[src/rtl/pcie_dma_tx_formatter.sv]
// Formats DMA read requests and write bursts as 3DW MRd/MWr TLPs on a 128-bit AXI4-Stream port.
// Optional build macro DMA_WR_PRIORITY_EN: a pending write always beats a pending read.
module pcie_dma_tx_formatter #(
    parameter int ADDR_WIDTH = 32,
    parameter int LEN_WIDTH  = 12,
    parameter int TAG_WIDTH  = 8,
    parameter int DATA_WIDTH = 128,
    parameter int DMA_LEN    = 5
) (
    input  logic                  i_clk,
    input  logic                  i_rst_n,
    input  logic                  i_dma_req,
    output logic                  o_dma_ack,
    input  logic [ADDR_WIDTH-1:0] i_dma_req_addr,
    input  logic [LEN_WIDTH-1:0]  i_dma_req_len,
    input  logic [TAG_WIDTH-1:0]  i_dma_req_tag,
    input  logic                  i_dma_data_avail,
    input  logic [ADDR_WIDTH-1:0] i_dma_wr_addr,
    output logic                  o_dma_data_rd,
    input  logic [DATA_WIDTH-1:0] i_dma_data,
    input  logic [DMA_LEN-1:0]    i_dma_len,
    output logic                  o_dma_done,
    input  logic [15:0]           i_cfg_requester_id,
    output logic [127:0]          o_tx_tdata,
    output logic [15:0]           o_tx_tkeep,
    output logic                  o_tx_tlast,
    output logic                  o_tx_tvalid,
    input  logic                  i_tx_tready
);

    typedef enum logic [2:0] {
        IDLE,
        RD_HDR,
        WR_HDR,
        WR_DATA,
        WR_LAST,
        DONE
    } state_t;

    state_t                   state_reg, state_next;
    logic [29:0]              rd_addr_reg;
    logic [9:0]               rd_len_dw_reg;
    logic                     rd_len_four_reg;
    logic [TAG_WIDTH-1:0]     rd_tag_reg;
    logic [29:0]              wr_addr_reg;
    logic [DMA_LEN-1:0]       wr_len_reg;
    logic [DMA_LEN-1:0]       remaining_reg;
    logic [DATA_WIDTH-33:0]   carry_reg;
`ifndef DMA_WR_PRIORITY_EN
    logic                     rr_wr_reg;   // 1: a write is preferred on the next tie
`endif
    logic                     take_rd;
    logic                     take_wr;
    logic [DMA_LEN-1:0]       wr_len_eff;
    logic [31:0]              rd_dw0, rd_dw1, wr_dw0, wr_dw1;

    // Only dword-aligned addresses and dword-multiple lengths reach the TLP.
    logic unused_bits;
    assign unused_bits = ^{i_dma_req_addr[1:0], i_dma_wr_addr[1:0], i_dma_req_len[1:0]};

    assign wr_len_eff = (i_dma_len == '0) ? DMA_LEN'(1) : i_dma_len;

    assign rd_dw0 = {3'b000, 5'b00000, 14'h0, rd_len_dw_reg};
    assign rd_dw1 = {i_cfg_requester_id, rd_tag_reg, (rd_len_four_reg ? 4'h0 : 4'hF), 4'hF};
    assign wr_dw0 = {3'b010, 5'b00000, 14'h0, 10'({wr_len_reg, 2'b00})};
    assign wr_dw1 = {i_cfg_requester_id, 8'h00, 4'hF, 4'hF};

    always_comb begin
        state_next    = state_reg;
        take_rd       = 1'b0;
        take_wr       = 1'b0;
        o_dma_ack     = 1'b0;
        o_dma_data_rd = 1'b0;
        o_dma_done    = 1'b0;
        o_tx_tdata    = '0;
        o_tx_tkeep    = '0;
        o_tx_tlast    = 1'b0;
        o_tx_tvalid   = 1'b0;
        case (state_reg)
            IDLE: begin
`ifdef DMA_WR_PRIORITY_EN
                if (i_dma_data_avail)
                    take_wr = 1'b1;
                else if (i_dma_req)
                    take_rd = 1'b1;
`else
                if (i_dma_req && i_dma_data_avail) begin
                    take_wr = rr_wr_reg;
                    take_rd = !rr_wr_reg;
                end else begin
                    take_rd = i_dma_req;
                    take_wr = i_dma_data_avail;
                end
`endif
                if (take_rd)
                    state_next = RD_HDR;
                else if (take_wr)
                    state_next = WR_HDR;
            end
            RD_HDR: begin
                o_tx_tvalid = 1'b1;
                o_tx_tlast  = 1'b1;
                o_tx_tkeep  = 16'h0FFF;
                o_tx_tdata  = {32'h0, rd_addr_reg, 2'b00, rd_dw1, rd_dw0};
                if (i_tx_tready) begin
                    o_dma_ack  = 1'b1;
                    state_next = IDLE;
                end
            end
            WR_HDR: begin
                o_tx_tvalid = 1'b1;
                o_tx_tkeep  = 16'hFFFF;
                o_tx_tdata  = {i_dma_data[31:0], wr_addr_reg, 2'b00, wr_dw1, wr_dw0};
                if (i_tx_tready) begin
                    o_dma_data_rd = 1'b1;
                    state_next    = (wr_len_reg > DMA_LEN'(1)) ? WR_DATA : WR_LAST;
                end
            end
            WR_DATA: begin
                o_tx_tvalid = 1'b1;
                o_tx_tkeep  = 16'hFFFF;
                o_tx_tdata  = {i_dma_data[31:0], carry_reg};
                if (i_tx_tready) begin
                    o_dma_data_rd = 1'b1;
                    state_next    = (remaining_reg == DMA_LEN'(1)) ? WR_LAST : WR_DATA;
                end
            end
            WR_LAST: begin
                o_tx_tvalid = 1'b1;
                o_tx_tlast  = 1'b1;
                o_tx_tkeep  = 16'h0FFF;
                o_tx_tdata  = {32'h0, carry_reg};
                if (i_tx_tready)
                    state_next = DONE;
            end
            DONE: begin
                o_dma_done = 1'b1;
                state_next = IDLE;
            end
            default: state_next = IDLE;
        endcase
    end

    always_ff @(posedge i_clk) begin
        if (!i_rst_n) begin
            state_reg       <= IDLE;
            rd_addr_reg     <= '0;
            rd_len_dw_reg   <= '0;
            rd_len_four_reg <= 1'b0;
            rd_tag_reg      <= '0;
            wr_addr_reg     <= '0;
            wr_len_reg      <= '0;
            remaining_reg   <= '0;
            carry_reg       <= '0;
`ifndef DMA_WR_PRIORITY_EN
            rr_wr_reg       <= 1'b0;
`endif
        end else begin
            state_reg <= state_next;
            if (take_rd) begin
                rd_addr_reg     <= i_dma_req_addr[31:2];
                rd_len_dw_reg   <= i_dma_req_len[11:2];
                rd_len_four_reg <= (i_dma_req_len == LEN_WIDTH'(4));
                rd_tag_reg      <= i_dma_req_tag;
            end
            if (take_wr) begin
                wr_addr_reg <= i_dma_wr_addr[31:2];
                wr_len_reg  <= wr_len_eff;
            end
`ifndef DMA_WR_PRIORITY_EN
            if (take_rd)
                rr_wr_reg <= 1'b1;
            else if (take_wr)
                rr_wr_reg <= 1'b0;
`endif
            // Upper 96 bits of each popped word spill into the next beat.
            if (o_dma_data_rd) begin
                carry_reg     <= i_dma_data[DATA_WIDTH-1:32];
                remaining_reg <= (state_reg == WR_HDR) ? wr_len_reg - DMA_LEN'(1)
                                                       : remaining_reg - DMA_LEN'(1);
            end
        end
    end

endmodule

[config.mk]
export PLATFORM = sky130hd
export DESIGN_NAME = pcie_dma_tx_formatter
export DESIGN_NICKNAME = d
export VERILOG_FILES = /design/src/rtl/pcie_dma_tx_formatter.sv
export SDC_FILE = /design/constraint.sdc
export NUM_CORES = 1
export LEC_CHECK = 0
export ABC_AREA = 1
export ABC_CLOCK_PERIOD_IN_PS = 3450
export CAP_MARGIN = 20
export CORE_AREA = 3 3 149 151
export CTS_CLUSTER_DIAMETER = 60
export DETAILED_ROUTE_END_ITERATION = 8
export DIE_AREA = 0 0 152 154
export PLACE_DENSITY = 0.89
export SKIP_LAST_GASP = 1
export SLEW_MARGIN = 20
export SYNTH_ARGS = -nofsm -noshare
export SYNTH_HDL_FRONTEND = slang
export SYNTH_SLANG_ARGS = --single-unit
export TNS_END_PERCENT = 10
[constraint.sdc]
create_clock -name i_clk -period 3.45 [get_ports i_clk]
set_input_delay 0.69 -clock i_clk [delete_from_list [all_inputs] [get_ports i_clk]]
set_output_delay 0.69 -clock i_clk [all_outputs]
set_load 0.01 [all_outputs]
==> flow_summary.yaml <==
run_status:
  status: "finished, final reports clean"
timing:
  setup_viol: 0
  setup_slack_ns: 0.156
  rsz0062_at_grt: "yes"
  post-route-period-util: 0.955
  max_slew_margin: 0.306
  clock.fmax_ghz: 0.304
  hold_slack_ns: 0.451
  worst_pin_slew_ns: 1.04
  fin_crit_ns: 3.29
  finalHoldViolations: 0
  finalClockSkew_ns: 0.0186
  timing.final.max_slew_violations: 0
synthesis:
  synth_top_area_share: 0.452
  synth_area_mm2: 0.00838
  synthArstFlopShare: 0
  synth-edff-count: 0
  synth.distinct_cells: 27
  synth_seq_cells: 189
  synthTopCellsByArea: "dfxtp_1, o21ai_0, nor2_1"
  avgSynthCellArea_um2: 6.95
  synth_ff_type: "dfxtp_1"
  syn_inst: 1205
  syn_nets: 1447
  ys_seq_area_frac: 0.452
  synth_area_leader_cell: "dfxtp_1"
  yosys_warnings: 0
floorplan:
  fp-row-count: 53
  io_pins: 387
  die_x_um: 152
  core_area_mm2: 0.0210
  die_area_mm2: 0.0234
  start_util: 0.400
  fp.dieH_um: 154
clock_tree:
  cts_resized: 0
  cts-htree-levels: 4
  clock_path_buffers: 2
  cts_setup_buffers: 0
  cts_hold_repair.buffers: 0
  root_buffer: "clkbuf_16"
  clk_latency_ns: 0.43
  cts_buffers: 17
  cts_tree: "built"
  clock_sinks: 189
  path_clk_slew_ns: 0.08
final_layout:
  nets: 1766
  stdcell_area_mm2: 0.0128
  final_core_util: 0.613
  register_area_mm2: 0.00378
  final_cell_mix: "clkdlybuf4s50_1, nor2_1, o21ai_0"
  fill_cells: 1784
  antenna_cells: 0
  area_delta_synth_final_pct: 53.3
  final_common_cell: "clkdlybuf4s50_1"
  drive_gt1_frac: 0.0416
  largest_reg_flops: 96
  multi_input_area_mm2: 0.00356
power_and_ir_drop:
  power.density_mw_per_mm2: 712
  fin_total_pwr_mw: 9.15
  p_leak_nw: 4.94
  p_int_mw: 5.60
  clockPowerShare: 0.218
  p_comb_frac: 0.452
  seq_power_share: 0.330
  p_sw_frac: 0.388
  power_switching_mw: 3.55
  peakVddDrop_uv: 359
global_routing:
  overflow: 0
  antenna_found_initial: 0
  grt_pass1_vias: 8741
  track_usage: 0.238
  grt_max_degree: 97
  grt_pass1_wl_mm: 45.2
setup_path:
  slowest_stage: "clkdlybuf4s50_1"
  cpMostUsedCell: "nand2_1"
  max_stage_delay_ns: 0.62
  worstSetupStartpointType: "flop"
  required_ns: 2.76
  crit_type: "flop to output port"
  worstPathArrival_ns: 2.60
  crit_path_end_kind: "output port"
  worstPathMaxFanout: 54
  cp_cell_sequence: "nor2_2, nand2_1, nand2_1, inv_4, buf_12, o221ai_1, clkdlybuf4s50_1"
drt:
  drc: 0
  routed_wl_mm: 29.0
  ant_nets: 0
  top_layer_used: "met4"
  wl_per_cell_um: 16.0
  vias: 9069
  drt-met1-wl_mm: 11.4
  wl_met3_mm: 2.42
  viasPerCell: 5.00
  drtIter0Drc: 577
  first_pass_iters: 7
  met2WireLength_mm: 14.4
placed_design:
  gp_congestion: 0.910
  placed_area_mm2: 0.0122
  dp_slack_ns: 0.506
  dpl.hpwl_mm: 21.5
  port_buffers: 382
worst_hold_path:
  hp-class: "flop to flop"
run:
  max_cap_violations: 0
## layout make-up
class | instances | share of cell area
clock buffer | 18 | 0.0342
clock inverter | 14 | 0.0126
sequential | 189 | 0.295
tap | 275 | 0.0268
multi-input combinational | 772 | 0.277
inverter | 147 | 0.0434
timing repair buffer | 397 | 0.311
## metrics by stage
stage | setup TNS [ns] | instances
final | 0 | 1812
after CTS | 0 | 1812
after global placement | 0 | 1780
after floorplan | 0 | 1205
after global routing | -0.0124 | 1812
after detailed placement | 0 | 1780
## cells in the mapped netlist, types with 2 or more instances
library cell	count
buf_6	2
nand3_1	14
or2_2	2
a21oi_1	104
buf_1	2
o211ai_1	21
nor2_2	2
inv_1	141
buf_2	39
dfxtp_1	189
a22oi_1	11
nor2_1	247
ha_1	4
clkbuf_1	35
o221ai_1	3
buf_4	18
nand2_2	3
o21ai_0	199
inv_2	6
nand2_1	127
o21ai_1	30
## critical path: cells and delay by family, from the launching register on
family | cells | cell delay [ns]
flip-flops | 1 | 0.37
buffers and inverters | 3 | 0.96
AND/OR/NAND/NOR | 3 | 0.47
AO/OA/AOI/OAI | 1 | 0.37
## power by group through the flow
stage,sequential (mW),clock [mW],combinational (mW)
6_report,3.02,1.99,4.14
2_1_floorplan,2.98,0,2.38
4_1_cts,3.02,2.03,4.17
3_3_place_gp,3.04,0,4.04
5_1_grt,3.07,2.11,4.53
3_5_place_dp,3.07,0,4.14
## cell families (layout without fill, tap and decap cells)
group / count (synthesis) / after routing / share of synthesized area
AND/OR/NAND/NOR: 396 / 396 / 0.182
AO/OA/AOI/OAI: 372 / 372 / 0.235
buffers and inverters: 244 / 576 / 0.125
flip-flops: 189 / 189 / 0.452
adder cells (fa/ha/maj): 4 / 4 / 0.00598
## routing by layer
metal / global-route usage / up-vias
li1: - / 4474
met1: 0.276 / 4134
met2: 0.419 / 401
met3: 0.0675 / 60
met5: 0 / -
met4: 0.0852 / 0
## path summary, 6_finish.rpt
kind	startpoint	end	slack, ns	cells after the start
hold reg to reg	carry_reg[40]$_SDFFE_PN0P_	carry_reg[40]$_SDFFE_PN0P_	0.45	2
setup / recovery	state_reg[1]$_SDFFE_PN0P_	o_tx_tdata[5]	0.16	7
hold / removal	carry_reg[40]$_SDFFE_PN0P_	carry_reg[40]$_SDFFE_PN0P_	0.45	2
setup reg to reg	state_reg[2]$_SDFFE_PN0P_	carry_reg[36]$_SDFFE_PN0P_	0.85	8
(Power assumes the default switching activity.)
